==> config.mk <==
export PLATFORM = sky130hd
export DESIGN_NAME = spi_ram_cmd_arbiter
export DESIGN_NICKNAME = d
export VERILOG_FILES = /design/src/rtl/spi_ram_cmd_arbiter.sv
export SDC_FILE = /design/constraint.sdc
export NUM_CORES = 1
export LEC_CHECK = 0
export ABC_AREA = 1
export CAP_MARGIN = 20
export CORE_MARGIN = 2
export CORE_UTILIZATION = 39
export DETAILED_ROUTE_END_ITERATION = 8
export PLACE_DENSITY = 0.75
export SLEW_MARGIN = 0
export SYNTH_ARGS = -nofsm -noshare
export SYNTH_HDL_FRONTEND = slang
export SYNTH_SLANG_ARGS = --single-unit
==> constraint.sdc <==
create_clock -name clk -period 1.7 [get_ports clk]
set_input_delay 0.34 -clock clk [delete_from_list [all_inputs] [get_ports clk]]
set_output_delay 0.34 -clock clk [all_outputs]
set_load 0.01 [all_outputs]
==> src/rtl/spi_ram_cmd_arbiter.sv <==
// Round-robin arbiter for the single SPI RAM command port; address+data word pairs stay atomic.
// Define LOCK_TIMEOUT_EN to force-release a lock after TIMEOUT_CYCLES idle cycles in LOCKED.
module spi_ram_cmd_arbiter #(
  parameter int CMD_WIDTH      = 10,
  parameter int DATA_WIDTH     = 8,
  parameter int TIMEOUT_CYCLES = 16
) (
  input  logic                  clk,
  input  logic                  rst,
  input  logic                  req0_valid,
  input  logic [CMD_WIDTH-1:0]  req0_din,
  output logic                  req0_ready,
  input  logic                  req1_valid,
  input  logic [CMD_WIDTH-1:0]  req1_din,
  output logic                  req1_ready,
  output logic                  ram_rx_valid,
  output logic [CMD_WIDTH-1:0]  ram_din,
  input  logic                  ram_tx_valid,
  input  logic [DATA_WIDTH-1:0] ram_dout,
  output logic                  rsp0_valid,
  output logic                  rsp1_valid,
  output logic [DATA_WIDTH-1:0] rsp_data,
  output logic                  rd_err,
  output logic                  lock_timeout,
  output logic                  owner,
  output logic                  busy
);

  typedef enum logic [1:0] {IDLE, LOCKED, RD_ISSUE, RD_CAPT} state_t;

  state_t                 state_q, state_d;
  logic                   owner_q, owner_d;
  logic                   last_grant_q, last_grant_d;
  logic                   ram_rx_valid_q, ram_rx_valid_d;
  logic [CMD_WIDTH-1:0]   ram_din_q, ram_din_d;
  logic                   rsp0_valid_q, rsp0_valid_d;
  logic                   rsp1_valid_q, rsp1_valid_d;
  logic [DATA_WIDTH-1:0]  rsp_data_q, rsp_data_d;
  logic                   rd_err_q, rd_err_d;
  logic                   acc0, acc1;
  logic [CMD_WIDTH-1:0]   acc_word;

`ifdef LOCK_TIMEOUT_EN
  localparam int TW = $clog2(TIMEOUT_CYCLES + 1);
  logic [TW-1:0] tmo_cnt_q, tmo_cnt_d;
  logic          lock_timeout_q, lock_timeout_d;
`endif

  always_comb begin
    state_d        = state_q;
    owner_d        = owner_q;
    last_grant_d   = last_grant_q;
    ram_rx_valid_d = 1'b0;
    ram_din_d      = ram_din_q;
    rsp0_valid_d   = 1'b0;
    rsp1_valid_d   = 1'b0;
    rsp_data_d     = rsp_data_q;
    rd_err_d       = 1'b0;
    req0_ready     = 1'b0;
    req1_ready     = 1'b0;
`ifdef LOCK_TIMEOUT_EN
    tmo_cnt_d      = '0;
    lock_timeout_d = 1'b0;
`endif

    case (state_q)
      IDLE: begin
        // On a tie the requester that did not win last time goes first.
        if (req0_valid && (!req1_valid || last_grant_q)) req0_ready = 1'b1;
        else if (req1_valid)                              req1_ready = 1'b1;
      end
      LOCKED: begin
        req0_ready = !owner_q;
        req1_ready = owner_q;
      end
      RD_ISSUE: state_d = RD_CAPT;
      RD_CAPT: begin
        state_d = IDLE;
        if (ram_tx_valid) begin
          rsp_data_d   = ram_dout;
          rsp0_valid_d = !owner_q;
          rsp1_valid_d = owner_q;
        end else begin
          rd_err_d = 1'b1;
        end
      end
      default: state_d = IDLE;
    endcase

    if (rst) begin
      req0_ready = 1'b0;
      req1_ready = 1'b0;
    end

    acc0     = req0_valid && req0_ready;
    acc1     = req1_valid && req1_ready;
    acc_word = acc1 ? req1_din : req0_din;

    if (acc0 || acc1) begin
      ram_rx_valid_d = 1'b1;
      ram_din_d      = acc_word;
      owner_d        = acc1;
      last_grant_d   = acc1;
      if (!acc_word[8])     state_d = LOCKED;
      else if (acc_word[9]) state_d = RD_ISSUE;
      else                  state_d = IDLE;
    end
`ifdef LOCK_TIMEOUT_EN
    else if (state_q == LOCKED) begin
      // last_grant keeps the stalled owner, so the other side wins the next contest.
      if (tmo_cnt_q == TW'(TIMEOUT_CYCLES - 1)) begin
        state_d        = IDLE;
        lock_timeout_d = 1'b1;
      end else begin
        tmo_cnt_d = tmo_cnt_q + TW'(1);
      end
    end
`endif
  end

  always_ff @(posedge clk or posedge rst) begin
    if (rst) begin
      state_q        <= IDLE;
      owner_q        <= 1'b1;
      last_grant_q   <= 1'b1;
      ram_rx_valid_q <= 1'b0;
      ram_din_q      <= '0;
      rsp0_valid_q   <= 1'b0;
      rsp1_valid_q   <= 1'b0;
      rsp_data_q     <= '0;
      rd_err_q       <= 1'b0;
`ifdef LOCK_TIMEOUT_EN
      tmo_cnt_q      <= '0;
      lock_timeout_q <= 1'b0;
`endif
    end else begin
      state_q        <= state_d;
      owner_q        <= owner_d;
      last_grant_q   <= last_grant_d;
      ram_rx_valid_q <= ram_rx_valid_d;
      ram_din_q      <= ram_din_d;
      rsp0_valid_q   <= rsp0_valid_d;
      rsp1_valid_q   <= rsp1_valid_d;
      rsp_data_q     <= rsp_data_d;
      rd_err_q       <= rd_err_d;
`ifdef LOCK_TIMEOUT_EN
      tmo_cnt_q      <= tmo_cnt_d;
      lock_timeout_q <= lock_timeout_d;
`endif
    end
  end

  assign ram_rx_valid = ram_rx_valid_q;
  assign ram_din      = ram_din_q;
  assign rsp0_valid   = rsp0_valid_q;
  assign rsp1_valid   = rsp1_valid_q;
  assign rsp_data     = rsp_data_q;
  assign rd_err       = rd_err_q;
  assign owner        = owner_q;
  assign busy         = (state_q != IDLE);
`ifdef LOCK_TIMEOUT_EN
  assign lock_timeout = lock_timeout_q;
`else
  assign lock_timeout = 1'b0;
`endif

endmodule

==> metrics.txt <==
status=finished with violations; failing checks=setup timing; port bufs=58; TritonRoute pass-1 iters=4; worst path bufs/invs=3; Die ar.=roughly 0.0034 sq mm; Clock Sinks=25; worst skew pair latency=320 ps; crit share post-route=104%; sequential fraction of the synthesis area=54.8%; total track usage=a little under 20%; count leader, synth=dfrtp_1; CP Capture Type=primary output; total power=0.00318 W; IO Count=60; GPL Wtd Cong=0.795; Crit Reg-Reg Startpoint=last_grant_q; Starting DRT DRC Count=27; Fin Clk Skew=7.46 ps; Clock transition at path regs=about 150 ps; Sum Neg Setup Slack=-489 ps; Root Buffer=clkbuf_4; Hold Fails Final Rpt=0; CP arrival=1440 ps; vias per inst=5.04; Synth Flop Type=dfrtp_1; Hold Startpoint=rsp_data[1]; vias=1148; # nets final=231; layout cells sized above 1=between 30% and 40%; #FFs+latches synth=25; Critical Path Max Stage Delay=approximately 400 ps; DRT antenna net count=0; count of final max-slew check failures=0; HPWL after DPL=about 2500 um; Worst path slowest cell=dfstp_2; Post-Syn Nets=144; first-pass GRT wire length=5130 um; Critical path origin=last_grant_q; largest net degree at the start of global routing=16; Die W=58.2 um; cells after synthesis=roughly 110; Critical Path Most Common Cell=buf_6; Worst path top cell family by delay=flip-flops; Startpoint Class=flop; core box area=about 0.0028 sq mm; leading area contributor after synthesis=dfrtp_1; post-route setup slack=-76.3 ps; RSZ-0062 raised after global routing=true; type of the tightest min-delay check=flop to flop; vias in the first global route=1226; number of inserted diodes=0; Distinct cells, synth=25; crit path max fanout=3; cts bufs inserted=3; CTS tree=done; Area growth, synth to finish=78.6%; Async SR Flop Fraction=100%; maximum VDD drop=1.11 mV; crit-path cells=buf_6, buf_6, a21oi_4, nand2_2, a21oi_4, buf_6; Pleak=about 0.89 nW; Mean Syn Cell Area=10.3 sq um; worst path required time=about 1400 ps; Setup Viol. Count Final=14; H-tree levels=1; fillers=201; top cells by area in the synthesized netlist=dfrtp_1 52%, mux2_2 7.9%, nand3_1 5.7%; initial antenna violation count=0; total of max-cap violations=0; Post-Synthesis Cell Area=between 0.001 and 0.0015 sq mm; Power Dens Cells=1550 mW/mm^2; Initial Util=41.2%; fmax=563 MHz; DP Worst Slack=-425 ps; type of the worst setup path=flop to primary output; synth warn=0; die height=58.2 um; CTS Buffer Depth=2; Post-synth EDFFs=0; final WL=roughly 3100 um; Synth top area share=52.5%; Period minus WS final=between 1500 and 2000 ps; grt total ovfl=0; drt wl/cell=13.7 um; DR DRC count=0; Rows=19; most instantiated cells after synthesis=24 x dfrtp_1, 13 x nand3_1, 13 x nor2_1, 12 x a21oi_1, 9 x o21ai_0
-- where the power goes --
part	leakage [nW]	switching, W	internal (W)
clock	0.0139	0.000188	0.0000897
sequential	0.299	0.000157	0.000875
combinational	0.573	0.000778	0.00109
total	0.886	0.00112	0.00205
-- per-stage QoR --
step,util (%),cell area (sq um),hold slack [ps],cells
final,73.5,2040,524,228
after global routing,73.5,2040,546,228
after CTS,72.8,2020,527,228
after detailed placement,69.9,1940,493,221
after global placement,69.9,1940,487,221
after floorplan,-,1140,406,111
-- kinds of logic (layout without fill, tap and decap cells) --
family	after synthesis	in the layout	share of synthesized area (%)
AO/OA/AOI/OAI	26	26	13.4
buffers and inverters	11	97	5.25
flip-flops	25	25	54.8
multiplexers	8	8	7.87
other	1	1	0.328
AND/OR/NAND/NOR	40	40	18.4
-- state kept, by name, indices dropped and copies added, names as in the netlist --
name	flops
state_q	2
rd_err	1
rsp_data	8
last_grant_q	1
rsp0_valid	1
ram_din	10
ram_rx_valid	1
rsp1_valid	1
-- area by class of cell --
type / instances / area, sq um / share of cell area (%)
Tap cell: 31 / 38.8 / 1.90
Timing Repair Buffer: 86 / 813 / 39.8
Clock buffer: 3 / 22.5 / 1.10
Clock inverter: 1 / 7.51 / 0.367
Inverter: 7 / 26.3 / 1.29
Multi-Input combinational cell: 75 / 509 / 24.9
Sequential cell: 25 / 627 / 30.7
-- per-layer routing --
metal	global-route usage, %	routed length (um)	vias to the layer above
li1	-	-	548
met1	22.3	1220	542
met2	35.7	1640	50
met3	5.36	206	8
met4	5.65	67	0
met5	0	0	-
-- final timing paths --
kind / endpoint / slack [ps] / depth (start not counted)
worst max-delay path: req1_ready / -80 / 6
worst min-delay path: rsp_data[1] / 520 / 1
worst max register to register: state_q[0] / -70 / 12
worst min register to register: rsp_data[1] / 520 / 1
max in group asynchronous: last_grant_q / 870 / 3
min in group asynchronous: ram_din[1] / 620 / 3
-- cell usage in the layout (no fill, tap or decap), types with 3 or more instances in the layout --
cell type / count
a21oi_1: 10
buf_4: 24
buf_6: 3
inv_1: 7
dfrtp_1: 24
nand3_1: 12
nor2_1: 9
nand2_1: 5
o21ai_0: 8
mux2_2: 8
clkbuf_4: 3
nor2_2: 4
clkdlybuf4s50_1: 54
-- what timing repair did --
item                       in CTS  in global routing
cloned                          0                  0
pin swaps                       3                  3
gates resized for setup        20                  8
hold buffers                    0                  0
setup buffers                   3                  0
setup endpoints to repair       4                 16
No activity file was read; power rests on OpenSTA's default activity.
